`config.mk`:
```
export PLATFORM = sky130hd
export DESIGN_NAME = ms_read_slave
export DESIGN_NICKNAME = d
export VERILOG_FILES = /design/src/rtl/ms_pkg.sv /design/src/rtl/ms_rsp_fifo.sv /design/src/rtl/ms_read_slave.sv
export SDC_FILE = /design/constraint.sdc
export NUM_CORES = 1
export LEC_CHECK = 0
export CAP_MARGIN = 20
export CORE_MARGIN = 3
export CORE_UTILIZATION = 50
export CTS_CLUSTER_SIZE = 14
export DETAILED_ROUTE_END_ITERATION = 8
export PLACE_DENSITY_LB_ADDON = 0.25
export RECOVER_POWER = 25
export SYNTH_ARGS = -nofsm -noshare
export SYNTH_HDL_FRONTEND = slang
export SYNTH_HIERARCHICAL = 1
export SYNTH_SLANG_ARGS = --single-unit
```
`constraint.sdc`:
```
create_clock -name clk -period 3.15 [get_ports clk]
set_input_delay 0.63 -clock clk [delete_from_list [all_inputs] [get_ports clk]]
set_output_delay 0.63 -clock clk [all_outputs]
set_load 0.02 [all_outputs]
```
`src/rtl/ms_pkg.sv`:
```
// Shared master/slave bus package: default widths and common bus typedefs.
package ms_pkg;

  localparam int MS_ADDR_W = 2;
  localparam int MS_DATA_W = 8;

  typedef logic [MS_ADDR_W-1:0] addr_t;
  typedef logic [MS_DATA_W-1:0] data_t;

endpackage : ms_pkg

```
`src/rtl/ms_rsp_fifo.sv`:
```
// Synchronous response FIFO; push is ignored when full, pop is ignored when empty.
module ms_rsp_fifo
  import ms_pkg::*;
#(
  parameter int DATA_W = MS_DATA_W,
  parameter int DEPTH  = 4
) (
  input  logic                       clk,
  input  logic                       rstn,
  input  logic                       push,
  input  logic                       pop,
  input  logic [DATA_W-1:0]          din,
  output logic [DATA_W-1:0]          dout,
  output logic [$clog2(DEPTH):0]     count,
  output logic                       full,
  output logic                       empty
);

  localparam int PTR_W = $clog2(DEPTH);
  localparam int CNT_W = PTR_W + 1;

  logic [DATA_W-1:0] mem_q [DEPTH];
  logic [PTR_W-1:0]  wptr_q, rptr_q;
  logic [CNT_W-1:0]  cnt_q, cnt_d;
  logic              do_push, do_pop;

  assign full    = (cnt_q == CNT_W'(DEPTH));
  assign empty   = (cnt_q == '0);
  assign do_push = push && !full;
  assign do_pop  = pop && !empty;
  assign count   = cnt_q;
  assign dout    = mem_q[rptr_q];

  always_comb begin
    cnt_d = cnt_q;
    if (do_push && !do_pop)      cnt_d = cnt_q + CNT_W'(1);
    else if (do_pop && !do_push) cnt_d = cnt_q - CNT_W'(1);
  end

  // Pointers wrap naturally because DEPTH is a power of two.
  always_ff @(posedge clk) begin
    if (!rstn) begin
      wptr_q <= '0;
      rptr_q <= '0;
      cnt_q  <= '0;
    end else begin
      cnt_q <= cnt_d;
      if (do_push) wptr_q <= wptr_q + PTR_W'(1);
      if (do_pop)  rptr_q <= rptr_q + PTR_W'(1);
    end
  end

  always_ff @(posedge clk) begin
    if (do_push) mem_q[wptr_q] <= din;
  end

endmodule : ms_rsp_fifo

```
`src/rtl/ms_read_slave.sv`:
```
// Read-direction bus slave: local register file, pipelined read requests, FIFO'd responses.
// Optional MS_READ_STATS_EN adds a saturating 16-bit accepted-request counter (rd_count).
module ms_read_slave
  import ms_pkg::*;
#(
  parameter int ADDR_W = MS_ADDR_W,
  parameter int DATA_W = MS_DATA_W,
  parameter int DEPTH  = 4
) (
  input  logic              clk,
  input  logic              rstn,
  input  logic [ADDR_W-1:0] addr,
  input  logic              req,
  output logic              sready,
  output logic [DATA_W-1:0] rdata,
  output logic              rvalid,
  input  logic              rready,
  input  logic              wr_en,
  input  logic [ADDR_W-1:0] wr_addr,
  input  logic [DATA_W-1:0] wr_data
`ifdef MS_READ_STATS_EN
  ,
  output logic [15:0]       rd_count
`endif
);

  localparam int NREG  = 2**ADDR_W;
  localparam int CNT_W = $clog2(DEPTH) + 1;

  logic [DATA_W-1:0] regfile_q [NREG];
  logic [DATA_W-1:0] fifo_dout;
  logic [CNT_W-1:0]  fifo_count;
  logic              fifo_full, fifo_empty;
  logic              accept, consume;

  // Readiness comes from the registered count only, so a same-cycle pop never frees a slot.
  assign sready  = (fifo_count < CNT_W'(DEPTH));
  assign accept  = req && !fifo_full;
  assign rvalid  = !fifo_empty;
  assign consume = rvalid && rready;
  assign rdata   = fifo_empty ? '0 : fifo_dout;

  // The push samples regfile_q before this edge's local write lands, giving old-value reads.
  always_ff @(posedge clk) begin
    if (!rstn) begin
      for (int i = 0; i < NREG; i++) regfile_q[i] <= '0;
    end else if (wr_en) begin
      regfile_q[wr_addr] <= wr_data;
    end
  end

  ms_rsp_fifo #(
    .DATA_W (DATA_W),
    .DEPTH  (DEPTH)
  ) u_fifo (
    .clk   (clk),
    .rstn  (rstn),
    .push  (accept),
    .pop   (consume),
    .din   (regfile_q[addr]),
    .dout  (fifo_dout),
    .count (fifo_count),
    .full  (fifo_full),
    .empty (fifo_empty)
  );

`ifdef MS_READ_STATS_EN
  logic [15:0] rd_count_q;

  always_ff @(posedge clk) begin
    if (!rstn) begin
      rd_count_q <= '0;
    end else if (accept && (rd_count_q != 16'hFFFF)) begin
      rd_count_q <= rd_count_q + 16'd1;
    end
  end

  assign rd_count = rd_count_q;
`endif

endmodule : ms_read_slave
```
==> run metrics <==
core region area between 0.005 and 0.006 mm²; final-stage net count between 200 and 250; global-route wire length before repair around 8600 µm; overall via count from detail_route about 1600; worst vdd ir approximately 380 µV; biggest area contributors in the synthesized netlist edfxtp_1 61%, mux4_2 11%, and2_1 6.4%, dfxtp_1 5.7%, nor2b_1 2.4%; Startpoint Class register; worst hold path class reg -> reg; worst hold margin 503 ps; non-filler cells in the finished layout between 300 and 400; post-CTS repair timing setup buffer count 0; top cell type's share of synthesized area approximately three fifths; TritonCTS buffer count 9; Routability Congestion between 0.7 and 0.8; mapped cell area between 0.003 and 0.004 mm²; worst-case reg-to-reg path depth 10; distinct cell type count after synthesis 30; count of final max-slew check failures 0; total of buffers placed on input and output ports 26; Area after DPL about 0.0035 mm²; ordered list of cells on the worst path mux4_2, nor2b_1, clkdlybuf4s50_1; Tightest Pin Transition about 870 ps; Min Clock Period, post-route a little under 3000 ps; final design area excluding fillers roughly 0.0037 mm²; placed insts about 290; PD cells slightly above 700 mW/mm²; critical path arrival 2260 ps; initial cell density of the core about 53%; highest achievable clock rate 346 MHz; outcome finished, final reports clean; Wirelength per Cell ~17 µm; Post-Syn Nets between 200 and 250; iteration count of the initial detailed-routing pass 4; leakage component of the power about 1.3 nW; number of antenna-violating nets in the routed design 0; number of placement rows 28; number of inserted filler cells in the final layout ~450; count of maximum capacitance violations 0; instance count of the mapped netlist ~190; share of the core filled with cells in the final layout roughly three fifths; via count of the first global-routing pass 1678; Clock Sink Count 73; estimated wirelength of the detail-placed design 3680 µm; DRC violations left 0; min setup slack post-route between 200 and 300 ps; die area 0.00728 mm²; gr usage total 16.0%; largest incremental delay on the critical path roughly 660 ps; # setup viols final 0; Area Overhead vs Synth 16.8%; critical path start-end classification reg -> out; yosys synthesis warning count 6; Slew Limit Headroom between 40% and 50%; initial antenna violation count 0; most common library cell in the layout ignoring fill and taps edfxtp_1; number of register bits inferred by synthesis 73; Setup Total Neg Slack 0 ps; Root Driver clkbuf_8; CP max-delay cell dfxtp_1; final worst-path cycle share between 90% and 100%; TritonCTS clock tree yes; kind of capture point of the worst setup path primary output; clock latency reported for the late side of the worst-skew pair 340 ps; total congestion overflow 0; sequential share of the synthesized area between 60% and 70%; I/O pins 27; worst clock skew on the final layout approximately 8.9 ps; most frequent cells in the layout 64 x edfxtp_1, 25 x and2_1, 24 x clkdlybuf4s50_1, 16 x mux4_2, 12 x nor2b_1; clock transition time at the flip-flop clock pins of the worst setup and hold paths ~70 ps; total power consumption of the routed design about 2.6 mW; initial drt markers 61; average size of a mapped cell around 17 µm²; drt via density 5.34; unrepaired setup endpoints after global routing no; horizontal die dimension between 80 and 90 µm; library cell occupying the most area in the post-synthesis netlist edfxtp_1; largest fanout on the critical path 8; Antenna Diode Count 0; total wirelength of the detailed-routed design around 5000 µm; number of buffers on the longest clock path 2; hold-critical path depth 2; final count of hold timing violations 0; share of final-layout standard cells stronger than drive strength 1 15.3%; die outline height roughly 85 µm; number of hold buffers added after CTS 0; largest net degree at the start of global routing 25; worst endpoint required time around 2500 ps; worst setup slack after placement roughly 430 ps; maximum level of the CTS H-tree 3; post-cts sizing count 0
-- synth_stat cells --
| cell type | count |
|---|---|
| mux4_2 | 16 |
| dfxtp_1 | 9 |
| nor3b_2 | 1 |
| and4bb_2 | 1 |
| nand3_1 | 1 |
| clkbuf_2 | 1 |
| ha_1 | 5 |
| fa_1 | 1 |
| nor2b_1 | 12 |
| clkbuf_1 | 3 |
| buf_6 | 2 |
| xnor2_1 | 3 |
| o311ai_1 | 1 |
| inv_1 | 6 |
| a21boi_1 | 1 |
| o31ai_2 | 1 |
| xor2_1 | 1 |
| and4b_1 | 2 |
| nand3b_1 | 1 |
| nor3_1 | 1 |
| and3_1 | 8 |
| o21ai_0 | 3 |
| edfxtp_1 | 64 |
| buf_1 | 1 |
| mux2i_1 | 3 |
| nand2_1 | 6 |
| and2_1 | 32 |
| nand2b_1 | 1 |
| or3_1 | 1 |
| buf_2 | 1 |
-- routing by layer --
layer	track usage, %	vias to the layer above	share of wire [%]
met2	26.0	36	51
met1	19.6	799	42
met5	0	-	0
li1	-	776	-
met4	8.20	0	3.1
met3	4.76	12	4.2
-- logic make-up after synthesis --
group,after synthesis,share of synthesized area (%)
AO/OA/AOI/OAI,6,1.39
XOR/XNOR,4,1.11
adder cells (fa/ha/maj),6,2.62
buffers and inverters,14,2.23
flip-flops,73,66.8
multiplexers,19,12.4
AND/OR/NAND/NOR,67,13.4
-- state kept, by name, indices dropped and copies added, names as in the netlist, named ones only --
signal	flops
regfile_q	32
u_fifo/count	3
u_fifo/rptr_q	2
u_fifo/wptr_q	2
u_fifo/mem_q	32
-- report_power, final --
| part | internal, mW | leakage [nW] | switching, mW |
|---|---|---|---|
| Combinational | 0.351 | 0.523 | 0.310 |
| Clock | 0.360 | 0.0913 | 0.327 |
| Sequential | 1.20 | 0.683 | 0.0821 |
-- worst max-delay path, delay by kind of cell (launching register included) --
kind          cells  cell delay (ps)
buf+inv           1              530
flops             1              660
mux               1              580
simple gates      1              150
-- final timing paths --
path / from / end / slack [ps]
min: u_fifo/wptr_q[1] / u_fifo/wptr_q[1] / 500
max: register / rdata[6] / 260
min reg2reg: u_fifo/wptr_q[1] / u_fifo/wptr_q[1] / 500
max reg2reg: u_fifo/count[1] / u_fifo/count[2] / 800
-- cell type report --
cell class / count / area, µm² / share of cell area [%]
Clock buffer: 10 / 128 / 3.47
Clock inverter: 6 / 58.8 / 1.60
Inverter: 6 / 22.5 / 0.613
Multi-Input combinational cell: 102 / 975 / 26.5
Sequential cell: 73 / 2100 / 57.2
Tap cell: 75 / 93.8 / 2.55
Timing Repair Buffer: 32 / 295 / 8.04
No activity file was read; power rests on OpenSTA's default activity.
